<file path="src/rtl/iic_pkg.sv">
// rtl/iic_pkg.sv - shared state encoding and timeout defaults for the IIC command arbiter
package iic_pkg;

  typedef enum logic [1:0] {
    ST_IDLE   = 2'd0,
    ST_LAUNCH = 2'd1,
    ST_WAIT   = 2'd2,
    ST_DONE   = 2'd3
  } state_t;

  localparam int START_TO_DEF = 400;
  localparam int BUSY_TO_DEF  = 200000;

endpackage

</file>
<file path="src/rtl/iic_rr_pick.sv">
// rtl/iic_rr_pick.sv - combinational round-robin winner, search starts one past last_grant
module iic_rr_pick import iic_pkg::*; #(
  parameter int NREQ = 3,
  parameter int IW   = (NREQ > 1) ? $clog2(NREQ) : 1
) (
  input  logic [NREQ-1:0] req,
  input  logic [IW-1:0]   last_grant,
  output logic            any,
  output logic [IW-1:0]   win_idx,
  output logic [NREQ-1:0] win_onehot
);

  always_comb begin : pick
    int cand;
    any        = 1'b0;
    win_idx    = '0;
    win_onehot = '0;
    cand       = 0;
    // first hit walking upward from the slot after the previous owner wins
    for (int k = 1; k <= NREQ; k++) begin
      cand = (int'(last_grant) + k) % NREQ;
      if (!any && req[cand]) begin
        any              = 1'b1;
        win_idx          = IW'(cand);
        win_onehot[cand] = 1'b1;
      end
    end
  end

endmodule

</file>
<file path="src/rtl/iic_cmd_arbiter.sv">
// rtl/iic_cmd_arbiter.sv - round-robin arbiter sharing one iic_drive among NREQ requesters
module iic_cmd_arbiter import iic_pkg::*; #(
  parameter int NREQ     = 3,
  parameter int START_TO = START_TO_DEF,
  parameter int BUSY_TO  = BUSY_TO_DEF
) (
  input  logic               clk_8m,
  input  logic               rst_n,
  input  logic [NREQ-1:0]    req,
  input  logic [NREQ-1:0]    req_wr_rd,
  input  logic [8*NREQ-1:0]  req_dev_addr,
  input  logic [16*NREQ-1:0] req_register,
  input  logic [8*NREQ-1:0]  req_data,
  output logic [NREQ-1:0]    done,
  output logic               done_err,
  output logic [7:0]         done_rd_data,
  output logic [NREQ-1:0]    grant,
  output logic               start_en,
  output logic               wr_rd_flag,
  output logic [7:0]         i2c_device_addr,
  output logic [15:0]        register,
  output logic [7:0]         data_byte,
  input  logic               busy,
  input  logic               err,
  input  logic [7:0]         rd_data
);

  localparam int IW     = (NREQ > 1) ? $clog2(NREQ) : 1;
  localparam int TO_MAX = (START_TO > BUSY_TO) ? START_TO : BUSY_TO;
  localparam int CW     = $clog2(TO_MAX + 1);
  localparam logic [CW-1:0] START_LIM = CW'(START_TO - 1);
  localparam logic [CW-1:0] BUSY_LIM  = CW'(BUSY_TO - 1);

  state_t          state_q, state_d;
  logic [CW-1:0]   cnt_q, cnt_d;
  logic [IW-1:0]   last_q, last_d;

  logic [NREQ-1:0] grant_d, done_d;
  logic            start_d, wr_rd_d, done_err_d;
  logic [7:0]      addr_d, data_d, done_rd_d;
  logic [15:0]     reg_d;

  logic            pick_any;
  logic [IW-1:0]   pick_idx;
  logic [NREQ-1:0] pick_onehot;

  iic_rr_pick #(.NREQ(NREQ), .IW(IW)) u_pick (
    .req        (req),
    .last_grant (last_q),
    .any        (pick_any),
    .win_idx    (pick_idx),
    .win_onehot (pick_onehot)
  );

  always_comb begin
    state_d    = state_q;
    cnt_d      = cnt_q;
    last_d     = last_q;
    grant_d    = grant;
    start_d    = start_en;
    wr_rd_d    = wr_rd_flag;
    addr_d     = i2c_device_addr;
    reg_d      = register;
    data_d     = data_byte;
    done_d     = '0;
    done_err_d = done_err;
    done_rd_d  = done_rd_data;

    case (state_q)
      ST_IDLE: begin
        if (pick_any) begin
          state_d = ST_LAUNCH;
          grant_d = pick_onehot;
          last_d  = pick_idx;
          start_d = 1'b1;
          wr_rd_d = req_wr_rd[pick_idx];
          addr_d  = req_dev_addr[8*int'(pick_idx) +: 8];
          reg_d   = req_register[16*int'(pick_idx) +: 16];
          data_d  = req_data[8*int'(pick_idx) +: 8];
        end
      end
      ST_LAUNCH: begin
        if (busy) begin
          start_d = 1'b0;
          state_d = ST_WAIT;
        end else if (cnt_q == START_LIM) begin
          start_d    = 1'b0;
          state_d    = ST_DONE;
          done_d     = grant;
          done_err_d = 1'b1;
          done_rd_d  = '0;
        end else begin
          cnt_d = cnt_q + CW'(1);
        end
      end
      ST_WAIT: begin
        if (!busy) begin
          state_d    = ST_DONE;
          done_d     = grant;
          done_err_d = err;
          done_rd_d  = rd_data;
        end else if (cnt_q == BUSY_LIM) begin
          state_d    = ST_DONE;
          done_d     = grant;
          done_err_d = 1'b1;
          done_rd_d  = '0;
        end else begin
          cnt_d = cnt_q + CW'(1);
        end
      end
      ST_DONE: begin
        state_d = ST_IDLE;
        grant_d = '0;
      end
      default: state_d = ST_IDLE;
    endcase

    // each state measures its own timeout from zero
    if (state_d != state_q) cnt_d = '0;
  end

  always_ff @(posedge clk_8m or negedge rst_n) begin
    if (!rst_n) begin
      state_q         <= ST_IDLE;
      cnt_q           <= '0;
      last_q          <= IW'(NREQ - 1);
      grant           <= '0;
      start_en        <= 1'b0;
      wr_rd_flag      <= 1'b0;
      i2c_device_addr <= '0;
      register        <= '0;
      data_byte       <= '0;
      done            <= '0;
      done_err        <= 1'b0;
      done_rd_data    <= '0;
    end else begin
      state_q         <= state_d;
      cnt_q           <= cnt_d;
      last_q          <= last_d;
      grant           <= grant_d;
      start_en        <= start_d;
      wr_rd_flag      <= wr_rd_d;
      i2c_device_addr <= addr_d;
      register        <= reg_d;
      data_byte       <= data_d;
      done            <= done_d;
      done_err        <= done_err_d;
      done_rd_data    <= done_rd_d;
    end
  end

endmodule

</file>
<file path="config.mk">
export PLATFORM = sky130hd
export DESIGN_NAME = iic_cmd_arbiter
export DESIGN_NICKNAME = d
export VERILOG_FILES = /design/src/rtl/iic_pkg.sv /design/src/rtl/iic_rr_pick.sv /design/src/rtl/iic_cmd_arbiter.sv
export SDC_FILE = /design/constraint.sdc
export NUM_CORES = 1
export LEC_CHECK = 0
export CORE_MARGIN = 2
export CORE_UTILIZATION = 46
export DETAILED_ROUTE_END_ITERATION = 16
export PLACE_DENSITY_LB_ADDON = 0.3
export SYNTH_ARGS = -nofsm -noshare
export SYNTH_HDL_FRONTEND = slang
export SYNTH_HIERARCHICAL = 1
export SYNTH_SLANG_ARGS = --single-unit
</file>
<file path="constraint.sdc">
create_clock -name clk_8m -period 4 [get_ports clk_8m]
set_input_delay 1.2 -clock clk_8m [delete_from_list [all_inputs] [get_ports clk_8m]]
set_output_delay 1.2 -clock clk_8m [all_outputs]
set_load 0.02 [all_outputs]
</file>
==> impl_metrics.sql, run 1 <==
INSERT INTO impl_metrics (metric_group, metric, value, unit) VALUES
('status', 'status', 'complete, no violations', ''),
('clock_network', 'clock_tree.root_cell', 'sky130_fd_sc_hd__clkbuf_8', ''),
('global_route', 'first_global_vias', '4605', ''),
('floorplan', 'rows', '36', ''),
('critical_path', 'crit_path_max_fanout', '20', ''),
('synthesis', 'synth_enable_flop_cells', '0', ''),
('synthesis', 'synthSimpleGateAreaFrac', '0.200', ''),
('global_route', 'grt_util_all_layers', '0.247', ''),
('placement', 'post-place-cells', '795', ''),
('sta', 'slew_headroom', '0.492', ''),
('synthesis', 'ys_seq_area_frac', '0.384', ''),
('floorplan', 'start_util', '0.474', ''),
('global_route', 'grt_pass1_wl', '21.9', 'mm'),
('synthesis', 'synth.distinct_cells', '64', ''),
('synthesis', 'post_synth.cell_area_avg', '8.84', 'um^2'),
('clock_network', 'tritoncts_num_sinks', '71', ''),
('drt', 'drc', '0', ''),
('synthesis', 'adder_cell_area_share_of_the_yosys_netlist', '0.0243', ''),
('critical_path', 'worst_setup_path_end_kind', 'flop', ''),
('cells_and_area', 'design.final.nets', '796', ''),
('synthesis', 'ys_async_sr_fraction', '1.00', ''),
('floorplan', 'fp.dieW', '104', 'um'),
('critical_path', 'start_kind', 'primary input', ''),
('min_path', 'worst_hold_path_type', 'reg -> reg', ''),
('cells_and_area', 'finish.cell_count_without_fillers', '811', ''),
('sta', 'shortest_clock_period_the_worst_path_allows_after_layout', '3.68', 'ns'),
('synthesis', 'synth-seq-cells', '71', ''),
('drt', 'detail_route.wl_per_cell', '16.3', 'um'),
('cells_and_area', 'layout.cells.most_common', 'sky130_fd_sc_hd__clkdlybuf4s50_1', ''),
('global_route', 'overflow_after_grt', '0', ''),
('clock_network', 'cts_buffers', '9', ''),
('clock_network', 'cts.htree.levels', '3', ''),
('sta', 'finalHoldViolCount', '0', ''),
('clock_network', 'postCtsResizedCells', '0', ''),
('pwr', 'pwr_density_cell', '702', 'mW/mm^2'),
('synthesis', 'synth.mux.area_fraction', '0.129', ''),
('placement', 'detailedPlacementHpwl', '9.87', 'mm'),
('placement', 'portBuffers', '162', ''),
('cells_and_area', 'areaGrowthSynthToFinish', '41.2', '%'),
('synthesis', 'main_combinational_cell_family_by_area_after_synthesis', 'simple AND/OR/NAND/NOR gates', ''),
('drt', 'firstDrtPassIters', '5', ''),
('placement', 'gp_congestion', '0.911', ''),
('clock_network', 'post-cts-setup-buffers', '0', ''),
('synthesis', 'post_synthesis_compound_gate_area_fraction', '0.191', ''),
('floorplan', 'die_h', '104', 'um'),
('floorplan', 'die_area', '0.0109', 'mm^2'),
('synthesis', 'postSynthNetCount', '647', ''),
('sta', 'fmaxAchievable', '272', 'MHz'),
('drt', 'num_vias', '4513', ''),
('pwr', 'total_power', '4.59', 'mW'),
('synthesis', 'syn-instance-count', '524', ''),
('floorplan', 'core-area', '0.00977', 'mm^2'),
('cells_and_area', 'diodes', '0', ''),
('sta', 'finalCritPeriodShare', '0.920', ''),
('sta', 'setup_repair_after_global_routing_missed_its_margin', 'false', ''),
('pwr', 'power.ir.vdd_worst', '379', 'uV'),
('clock_network', 'cts.clk_slew.worst_paths', '0.08', 'ns'),
('cells_and_area', 'layout_common_cells', 'sky130_fd_sc_hd__clkdlybuf4s50_1, sky130_fd_sc_hd__nor2_1, sky130_fd_sc_hd__a21oi_1, sky130_fd_sc_hd__dfrtp_1, sky130_fd_sc_hd__mux2i_1', ''),
('synthesis', 'yosys_warning_count', '6', ''),
('critical_path', 'criticalPathCategory', 'in -> reg', ''),
('global_route', 'largest_net_degree_at_the_start_of_global_routing', '72', ''),
('clock_network', 'cts_tree', 'done', ''),
('sta', 'slew_violations', '0', ''),
('synthesis', 'combined_area_of_all_synthesized_cells', '0.00463', 'mm^2'),
('clock_network', 'clk_path_buf_depth', '2', ''),
('sta', 'worstMarginPinSlew', '0.760', 'ns'),
('drt', 'wirelength', '13.2', 'mm'),
('floorplan', 'design.portCount', '163', ''),
('sta', 'clock_skews', '0.00753', 'ns'),
('cells_and_area', 'layout-drive-gt1-share', '0.0841', ''),
('drt', 'postRouteAntennaNets', '0', ''),
('drt', 'drt_iter0_drc', '273', ''),
('drt', 'vias_cell', '5.56', ''),
('sta', 'setup_violations', '0', ''),
('global_route', 'grt_antenna_before_repair', '0', ''),
('clock_network', 'clk_latency', '0.34', 'ns'),
('critical_path', 'cp.required', '4.25', 'ns'),
('pwr', 'static-leakage-power', '2.53', 'nW'),
('synthesis', 'synth-xor-area-share', '0', ''),
('critical_path', 'cp.arrival', '3.93', 'ns'),
('job', 'maxCapViolations', '0', ''),
('clock_network', 'cts_hold_buffers', '0', ''),
('synthesis', 'synth_top_flop_cell', 'sky130_fd_sc_hd__dfrtp_1', '');
==> synthesized netlist by cell type (6+ instances only) <==
master	count	area (um^2)
sky130_fd_sc_hd__nor3_1	6	30.0
sky130_fd_sc_hd__a211oi_1	6	45.0
sky130_fd_sc_hd__ha_1	9	113
sky130_fd_sc_hd__o21ai_0	15	75.1
sky130_fd_sc_hd__a21oi_1	81	405
sky130_fd_sc_hd__clkbuf_8	8	110
sky130_fd_sc_hd__nand2_1	28	105
sky130_fd_sc_hd__dfrtp_1	70	1750
sky130_fd_sc_hd__nand3_1	20	100
sky130_fd_sc_hd__inv_1	19	71.3
sky130_fd_sc_hd__nor2_1	83	312
sky130_fd_sc_hd__clkbuf_1	18	67.6
sky130_fd_sc_hd__mux2i_1	55	551
sky130_fd_sc_hd__nand3b_1	12	90.1
==> routing by layer <==
metal	GRT usage	share of wire
met5	0	0
met4	0.0907	0.026
met3	0.0539	0.071
met2	0.427	0.50
met1	0.301	0.40
==> worst max-delay path: stages <==
cell and delay [ns]:
sky130_fd_sc_hd__clkdlybuf4s50_1 0.50, sky130_fd_sc_hd__a22o_1 0.27, sky130_fd_sc_hd__a211oi_1 0.22, sky130_fd_sc_hd__a21oi_1 0.10, sky130_fd_sc_hd__or2_1 0.32, sky130_fd_sc_hd__nor2b_1 0.35, sky130_fd_sc_hd__nor3_1 0.12, sky130_fd_sc_hd__a32oi_1 0.29
sky130_fd_sc_hd__buf_4 0.29, sky130_fd_sc_hd__nand3b_1 0.10, sky130_fd_sc_hd__mux2i_1 0.16
==> cells by family (layout without fill, tap and decap cells) <==
| group | Yosys count | count (layout) |
|---|---|---|
| and+or+nand+nor | 188 | 188 |
| adders and majority gates | 9 | 9 |
| buffers and inverters | 57 | 211 |
| muxes | 59 | 59 |
| AOI/OAI and AO/OA | 140 | 140 |
| DFF | 71 | 71 |
==> area by class of cell <==
cell class / count / area (um^2)
clock buffers: 9 / 124
multi-input cells: 396 / 2550
well taps: 133 / 166
inverters: 20 / 75.1
fillers: 792 / 3230
repair buffers: 175 / 1730
flip-flops and latches: 71 / 1780
clock inverters: 7 / 120
==> per-stage QoR <==
stage / hold slack [ns] / util / worst slack (ns) / cell area, um^2 / setup TNS [ns]
final: 0.524 / 0.669 / 0.319 / 6540 / 0
after detailed placement: 0.506 / 0.644 / -0.0377 / 6290 / -0.0672
after global routing: 0.552 / 0.669 / 0.0536 / 6540 / 0
after global placement: 0.474 / 0.644 / 0.108 / 6290 / 0
after CTS: 0.527 / 0.669 / 0.341 / 6540 / 0
after floorplan: 0.526 / - / 0.680 / 4630 / 0
==> state kept, by name, summed over array words and instances (netlist names) <==
signal,cells
done,3
done_rd_data,8
last_q,2
cnt_q,18
wr_rd_flag,1
register,16
i2c_device_addr,8
done_err,1
state_q,2
grant,3
data_byte,8
start_en,1
==> where the power goes <==
group / total [mW] / switching (mW) / internal, mW
clock network: 0.703 / 0.286 / 0.416
registers: 1.16 / 0.172 / 0.984
logic: 2.73 / 1.56 / 1.18
total: 4.59 / 2.01 / 2.58
==> final timing paths <==
| kind | start | endpoint | slack (ns) | cells after the start |
|---|---|---|---|---|
| min reg2reg | done_rd_data[5] | done_rd_data[5] | 0.52 | 2 |
| max | req[1] | cnt_q[17] | 0.32 | 11 |
| min | done_rd_data[5] | done_rd_data[5] | 0.52 | 2 |
| max in group asynchronous | rst_n | data_byte[5] | 2.38 | 2 |
| max reg2reg | last_q[1] | cnt_q[17] | 0.85 | 12 |
| min in group asynchronous | rst_n | grant[1] | 0.85 | 1 |
Power figures use the tool's default switching activity.
==> run 2, diff against run 1 <==
--- a/config.mk
+++ b/config.mk
@@ -13,3 +13,4 @@
 export SYNTH_HDL_FRONTEND = slang
 export SYNTH_HIERARCHICAL = 1
 export SYNTH_SLANG_ARGS = --single-unit
+export TNS_END_PERCENT = 20
==> results of run 2 <==
No change in the layout: final DEF, timing and power equal those of run 1.
==> run 3, diff against run 2 <==
--- a/config.mk
+++ b/config.mk
@@ -8,6 +8,7 @@
 export CORE_MARGIN = 2
 export CORE_UTILIZATION = 46
 export DETAILED_ROUTE_END_ITERATION = 16
+export HOLD_SLACK_MARGIN = 0.1
 export PLACE_DENSITY_LB_ADDON = 0.3
 export SYNTH_ARGS = -nofsm -noshare
 export SYNTH_HDL_FRONTEND = slang
==> results of run 3 <==
No change in the layout: final DEF, timing and power equal those of run 1.
